## src/rtl/add_share_arb_if.sv

```systemverilog
`default_nettype none
// ============================================================================
// Module   : add_share_arb_if
// Purpose  : Request/response bundle between operand producers, the shared
//            adder controller and the result consumer.
// Revision : 1.0 - initial release
// ============================================================================
interface add_share_arb_if #(
    parameter int NREQ = 4,
    parameter int W    = 4,
    parameter int ID_W = $clog2(NREQ)
);
    logic [NREQ-1:0]   req_valid;
    logic [NREQ-1:0]   req_ready;
    logic [NREQ*W-1:0] req_a;
    logic [NREQ*W-1:0] req_b;
    logic [NREQ-1:0]   req_cin;
    logic              rsp_valid;
    logic              rsp_ready;
    logic [ID_W-1:0]   rsp_id;
    logic [W-1:0]      rsp_sum;
    logic              rsp_cout;
    logic              rsp_par;

    // master = requesters plus consumer; slave = the arbitrated adder
    modport master (
        output req_valid, req_a, req_b, req_cin, rsp_ready,
        input  req_ready, rsp_valid, rsp_id, rsp_sum, rsp_cout, rsp_par
    );

    modport slave (
        input  req_valid, req_a, req_b, req_cin, rsp_ready,
        output req_ready, rsp_valid, rsp_id, rsp_sum, rsp_cout, rsp_par
    );
endinterface
`default_nettype wire

```

## src/rtl/add_share_arb.sv

```systemverilog
`default_nettype none
// ============================================================================
// Module   : add_share_arb
// Purpose  : Round-robin arbiter sharing one W-bit ripple adder (yAdder1
//            cells) among NREQ requesters; capture / compute / respond FSM.
//            Optional parity output enabled by ADD_SHARE_PARITY_EN.
// Revision : 1.0 - initial release
// ============================================================================
module yAdder1 (
    input  wire logic i_a,
    input  wire logic i_b,
    input  wire logic i_cin,
    output logic      o_z,
    output logic      o_cout
);
    assign o_z    = i_a ^ i_b ^ i_cin;
    assign o_cout = (i_a & i_b) | (i_cin & (i_a ^ i_b));
endmodule

module add_share_arb #(
    parameter int NREQ = 4,
    parameter int W    = 4,
    parameter int ID_W = $clog2(NREQ)
) (
    input  wire logic         clk,
    input  wire logic         rst_n,
    add_share_arb_if.slave    bus
);
    typedef enum logic [1:0] {
        S_IDLE = 2'd0,
        S_ADD  = 2'd1,
        S_RESP = 2'd2
    } state_t;

    state_t          r_state;
    state_t          w_state_nxt;
    logic [ID_W-1:0] r_ptr;

    logic [W-1:0]    r_a;
    logic [W-1:0]    r_b;
    logic            r_cin;
    logic [ID_W-1:0] r_id;

    logic [ID_W-1:0] r_rsp_id;
    logic [W-1:0]    r_rsp_sum;
    logic            r_rsp_cout;

    logic            w_found;
    logic [ID_W-1:0] w_win;
    logic [W-1:0]    w_a_sel;
    logic [W-1:0]    w_b_sel;
    logic            w_cin_sel;
    logic            w_grant;
    logic [ID_W-1:0] w_ptr_nxt;
    int              w_idx;

    // Rotating-priority search starting at r_ptr, then operand mux for the winner
    always_comb begin
        w_found   = 1'b0;
        w_win     = '0;
        w_a_sel   = '0;
        w_b_sel   = '0;
        w_cin_sel = 1'b0;
        w_idx     = 0;
        for (int k = 0; k < NREQ; k++) begin
            w_idx = int'(r_ptr) + k;
            if (w_idx >= NREQ) w_idx = w_idx - NREQ;
            if (!w_found && bus.req_valid[w_idx]) begin
                w_found = 1'b1;
                w_win   = ID_W'(w_idx);
            end
        end
        for (int i = 0; i < NREQ; i++) begin
            if (ID_W'(i) == w_win) begin
                w_a_sel   = bus.req_a[i*W +: W];
                w_b_sel   = bus.req_b[i*W +: W];
                w_cin_sel = bus.req_cin[i];
            end
        end
    end

    assign w_grant   = (r_state == S_IDLE) && w_found;
    assign w_ptr_nxt = (w_win == ID_W'(NREQ-1)) ? '0 : w_win + ID_W'(1);

    // Gated by rst_n so no requester sees an accept while reset is held
    assign bus.req_ready = (w_grant && rst_n) ? (NREQ'(1) << w_win) : '0;

    always_comb begin
        w_state_nxt = r_state;
        case (r_state)
            S_IDLE:  if (w_found) w_state_nxt = S_ADD;
            S_ADD:   w_state_nxt = S_RESP;
            S_RESP:  if (bus.rsp_ready) w_state_nxt = S_IDLE;
            default: w_state_nxt = S_IDLE;
        endcase
    end

    always_ff @(posedge clk or negedge rst_n) begin
        if (!rst_n) begin
            r_state <= S_IDLE;
            r_ptr   <= '0;
            r_a     <= '0;
            r_b     <= '0;
            r_cin   <= 1'b0;
            r_id    <= '0;
        end else begin
            r_state <= w_state_nxt;
            if (w_grant) begin
                r_a   <= w_a_sel;
                r_b   <= w_b_sel;
                r_cin <= w_cin_sel;
                r_id  <= w_win;
                r_ptr <= w_ptr_nxt;
            end
        end
    end

    logic [W:0]   w_carry;
    logic [W-1:0] w_sum;

    assign w_carry[0] = r_cin;

    for (genvar g = 0; g < W; g++) begin : g_bit
        yAdder1 u_fa (
            .i_a    (r_a[g]),
            .i_b    (r_b[g]),
            .i_cin  (w_carry[g]),
            .o_z    (w_sum[g]),
            .o_cout (w_carry[g+1])
        );
    end

    always_ff @(posedge clk or negedge rst_n) begin
        if (!rst_n) begin
            r_rsp_id   <= '0;
            r_rsp_sum  <= '0;
            r_rsp_cout <= 1'b0;
        end else if (r_state == S_ADD) begin
            r_rsp_id   <= r_id;
            r_rsp_sum  <= w_sum;
            r_rsp_cout <= w_carry[W];
        end
    end

`ifdef ADD_SHARE_PARITY_EN
    logic r_rsp_par;

    always_ff @(posedge clk or negedge rst_n) begin
        if (!rst_n)                r_rsp_par <= 1'b0;
        else if (r_state == S_ADD) r_rsp_par <= ^w_sum;
    end

    assign bus.rsp_par = r_rsp_par;
`else
    assign bus.rsp_par = 1'b0;
`endif

    assign bus.rsp_valid = (r_state == S_RESP);
    assign bus.rsp_id    = r_rsp_id;
    assign bus.rsp_sum   = r_rsp_sum;
    assign bus.rsp_cout  = r_rsp_cout;
endmodule
`default_nettype wire

```

## src/flat_wrapper.sv

```systemverilog
// flat-port wrapper written by rule: the top's interface ports become plain ports
module add_share_arb_flat 
#(
    parameter int NREQ = 4,
    parameter int W    = 4,
    parameter int ID_W = $clog2(NREQ)
)
  (clk, rst_n, bus_req_valid, bus_req_a, bus_req_b, bus_req_cin, bus_rsp_ready, bus_req_ready, bus_rsp_valid, bus_rsp_id, bus_rsp_sum, bus_rsp_cout, bus_rsp_par);
  add_share_arb_if #(.NREQ(NREQ), .W(W), .ID_W(ID_W)) bus_i ();
  input  wire logic clk;
  input  wire logic rst_n;
  input wire logic [$bits(bus_i.req_valid)-1:0] bus_req_valid;
  input wire logic [$bits(bus_i.req_a)-1:0] bus_req_a;
  input wire logic [$bits(bus_i.req_b)-1:0] bus_req_b;
  input wire logic [$bits(bus_i.req_cin)-1:0] bus_req_cin;
  input wire logic [$bits(bus_i.rsp_ready)-1:0] bus_rsp_ready;
  output wire logic [$bits(bus_i.req_ready)-1:0] bus_req_ready;
  output wire logic [$bits(bus_i.rsp_valid)-1:0] bus_rsp_valid;
  output wire logic [$bits(bus_i.rsp_id)-1:0] bus_rsp_id;
  output wire logic [$bits(bus_i.rsp_sum)-1:0] bus_rsp_sum;
  output wire logic [$bits(bus_i.rsp_cout)-1:0] bus_rsp_cout;
  output wire logic [$bits(bus_i.rsp_par)-1:0] bus_rsp_par;
  assign bus_i.req_valid = bus_req_valid;
  assign bus_i.req_a = bus_req_a;
  assign bus_i.req_b = bus_req_b;
  assign bus_i.req_cin = bus_req_cin;
  assign bus_i.rsp_ready = bus_rsp_ready;
  assign bus_req_ready = bus_i.req_ready;
  assign bus_rsp_valid = bus_i.rsp_valid;
  assign bus_rsp_id = bus_i.rsp_id;
  assign bus_rsp_sum = bus_i.rsp_sum;
  assign bus_rsp_cout = bus_i.rsp_cout;
  assign bus_rsp_par = bus_i.rsp_par;
  add_share_arb #(.NREQ(NREQ), .W(W), .ID_W(ID_W)) u_core (.clk(clk), .rst_n(rst_n), .bus(bus_i));
endmodule
```

## config.mk

```make
export PLATFORM = sky130hd
export DESIGN_NAME = add_share_arb_flat
export DESIGN_NICKNAME = d
export VERILOG_FILES = /design/src/rtl/add_share_arb_if.sv /design/src/rtl/add_share_arb.sv /design/src/flat_wrapper.sv
export SDC_FILE = /design/constraint.sdc
export NUM_CORES = 1
export LEC_CHECK = 0
export BUFFER_PORTS_ARGS = -buffer_cell sky130_fd_sc_hd__buf_2
export CAP_MARGIN = 25
export CORE_ASPECT_RATIO = 1.25
export CORE_UTILIZATION = 43
export CTS_CLUSTER_DIAMETER = 60
export CTS_CLUSTER_SIZE = 25
export DETAILED_ROUTE_END_ITERATION = 8
export PLACE_DENSITY_LB_ADDON = 0.25
export SLEW_MARGIN = 20
export SYNTH_ARGS = -nofsm -noshare
export SYNTH_HDL_FRONTEND = slang
export SYNTH_SLANG_ARGS = --single-unit
```

## constraint.sdc

```tcl
create_clock -name clk -period 2.7 [get_ports clk]
set_input_delay 0.54 -clock clk [delete_from_list [all_inputs] [get_ports clk]]
set_output_delay 0.54 -clock clk [all_outputs]
set_load 0.005 [all_outputs]
```

==> metrics.md <==
| Metric | Value |
|---|---|
| Final hold slack | 0.0785 ns |
| Vias per cell | 5.27 |
| Synth cell types | 31 |
| Vias in the first global route | 1220 |
| Layout cells sized above 1 | 39.1% |
| Die W | 52.5 um |
| Critical path startpoint category | flop |
| P_int | 1.06 mW |
| Yosys top cell area share | 40.2% |
| HP Class | in -> async |
| IO Port Bufs | 54 |
| Sum Neg Setup Slack | 0 ns |
| Initial DRT Pass Iterations | 4 |
| P_sw | 769 uW |
| First-pass GRT wire length | 5330 um |
| Post-route cell area | 1700 um2 |
| Worst setup path class | reg -> out |
| Initial Utilization | 46.0% |
| Avg WL per Cell | 13.3 um |
| Root Buffer | clkbuf_4 |
| Worst vdd ir | 495 uV |
| Comb power frac | 59.5% |
| Post-CTS setup buffers | 0 |
| Max Freq | 0.397 GHz |
| Gr usage total | 21.0% |
| Routability cong. | 0.743 |
| RSZ-0062 raised after global routing | no |
| Multi-input combinational cell area | 684 um2 |
| Mapped cell area | 1370 um2 |
| Crit end category | primary output |
| PD cells | 1070 nW/um2 |
| # setup viols final | 0 |
| Synthesis-to-layout area growth | 24.5% |
| Detailed Place HPWL | 2480 um |
| Reg clk slew, reported paths | 0.11 ns |
| Num CTS Buffers | 3 |
| Final min period | 2.52 ns |
| WL final | 3110 um |
| Iter 0 DRT Violations | 34 |
| I/O pin count | 56 |
| PostCTS Resize Cnt | 0 |
| DIE HEIGHT | 65.1 um |
| CTS Buffer Depth | 2 |
| Clock power frac | 7.8% |
| Largest net degree at the start of global routing | 22 |
| Remaining Overflow, GRT | 0 |
| Post-DP Area | 1680 um2 |
| Hold-fix buffers, CTS | 0 |
| Die area | 3410 um2 |
| Worst skew pair latency | 0.29 ns |
| Seq pwr share | 32.7% |
| Nets | 250 |
| Drt drc | 0 |
| Sw Ratio | 42.1% |
| Slew @ Worst Pin | 0.539 ns |
| Floorplan row count | 22 |
| Cell count after synthesis | 143 |
| WP data arrival | 1.98 ns |
| Max cap viols | 0 |
| Final Hold Viols | 0 |
| #FFs+latches synth | 22 |
| Ys Warns | 0 |
| CTS tree | built |
| Vias | 1227 |
| Final worst path period share | 93.3% |
| Htree depth | 1 |
| Largest cells by area after synthesis | dfrtp_1 40%, a21oi_1 7.7%, fa_1 5.9%, a221oi_2 5.5%, inv_1 5.5% |
| Post-synth top area cell | dfrtp_1 |
| Initial antenna violation count | 0 |
| Routed Antenna Nets | 0 |
| Average size of a mapped cell | 9.57 um2 |
| Post-synthesis sequential area ratio | 40.2% |
| Antenna Cells | 0 |
| Outcome | finished clean |
| Placeable core area | 2970 um2 |
| Post-Syn Nets | 194 |
| Clock skew | 0.00315 ns |
| Max-slew violations | 0 |
| CP Data Required Time | 2.16 ns |
| Max_slew headroom | 64.0% |
| LEAKAGE | 0.910 nW |
| FILL cells | 270 |
| Seq. cell area | 551 um2 |
| Sink Count | 22 |
| Critical Path Fanout Max | 9 |
## stage by stage
stage               utilization (%)  cells  setup WS (ns)  power [mW]
global route                   57.3    233         0.0551        2.03
CTS                            57.2    233          0.119        1.84
finish                         57.3    233          0.180        1.83
floorplan                         -    143         0.0933        1.40
detailed placement             56.5    230          0.104        1.70
global placement               56.5    230          0.207        1.65
## layout by cell type, fill, tap and decap left out
master and count:
buf_2 54, dfrtp_1 22, a21oi_1 21, inv_1 20, o21ai_0 8, nand2_1 8
buf_4 7, nor2_1 6, a221oi_2 5, and3_1 4, mux2_2 4, a221oi_1 4
a211o_1 4, a221o_1 4, fa_1 4, ha_1 3, clkbuf_4 3, nor2b_1 2
nand2b_1 2, o221ai_1 1, o31ai_1 1, a21o_2 1, o22ai_1 1, o21a_1 1
nor2_2 1, a311o_2 1, clkinv_1 1, a22o_1 1, o21ai_1 1, ha_2 1
conb_1 1
## metal layers
metal | vias to the layer above | part of all wire [%] | track usage [%]
li1 | 607 | - | -
met1 | 557 | 43 | 27.9
met2 | 59 | 49 | 33.7
met3 | 4 | 5.7 | 2.11
met4 | 0 | 1.7 | 9.54
met5 | - | 0 | 0
## power groups by stage
stage          combinational [mW]  sequential (mW)  clock [mW]
2_1_floorplan               0.809            0.591           0
3_3_place_gp                 1.05            0.597           0
3_5_place_dp                 1.09            0.605           0
4_1_cts                      1.10            0.597       0.149
5_1_grt                      1.25            0.616       0.162
6_report                     1.09            0.597       0.142
## state kept, by name (all words and copies together) (netlist names)
name	count
u_core.bus.rsp_cout	1
u_core.bus.rsp_id	2
u_core.r_ptr	2
u_core.r_id	2
u_core.r_state	2
u_core.r_a	4
u_core.r_cin	1
u_core.r_b	4
u_core.bus.rsp_sum	4
## final cells by class
class	instances	area share (%)
repair buffers	61	18.9
flip-flops and latches	22	32.3
inverters	21	4.63
multi-input cells	90	40.2
clock buffers	3	1.32
well taps	36	2.64
## worst paths after layout
check / startpoint / end / slack, ns / cells past startpoint
worst max-delay path: u_core.r_ptr[0]$_DFFE_PN0N_ / bus_req_ready[2] / 0.18 / 7
worst min-delay path: rst_n / u_core.bus.rsp_id[1]$_DFFE_PN0N_ / 0.08 / 1
worst max register to register: u_core.r_ptr[0]$_DFFE_PN0N_ / u_core.r_b[1]$_DFFE_PN0N_ / 0.28 / 8
worst min register to register: u_core.bus.rsp_sum[3]$_DFFE_PN0N_ / u_core.bus.rsp_sum[3]$_DFFE_PN0N_ / 0.48 / 2
max in group asynchronous: rst_n / u_core.r_b[0]$_DFFE_PN0N_ / 2.16 / 2
min in group clk: bus_rsp_ready / u_core.r_state[1]$_DFFE_PN0P_ / 0.44 / 2
## critical path: stages (launching register included)
cell and delay [ns]:
dfrtp_1 0.45, nor2b_1 0.19, nor2_1 0.06, o22ai_1 0.32, inv_1 0.13, ha_2 0.25
and3_1 0.16, buf_2 0.13
## synthesized netlist by cell type
master,number
a211o_1,4
buf_2,1
o21a_1,1
nand2_1,8
o21ai_0,8
buf_4,1
a22o_1,1
o22ai_1,1
clkbuf_1,6
ha_1,4
clkinv_1,1
a221oi_2,5
buf_6,2
dfrtp_1,22
o21ai_1,1
conb_1,1
a221oi_1,4
nand2b_1,2
nor2b_1,2
a21oi_1,21
inv_1,20
o221ai_1,1
a21o_2,1
and3_1,4
mux2_2,4
fa_1,4
a221o_1,4
nor2_1,6
o31ai_1,1
nor2_2,1
a311o_2,1
## cell families after synthesis
family,synth area share [%]
other cells,0.274
mux,3.29
fa+ha+maj,9.51
compound gates,28.8
flops,40.2
simple gates,7.95
buf+inv,9.96
No activity file was read; power rests on OpenSTA's default activity.
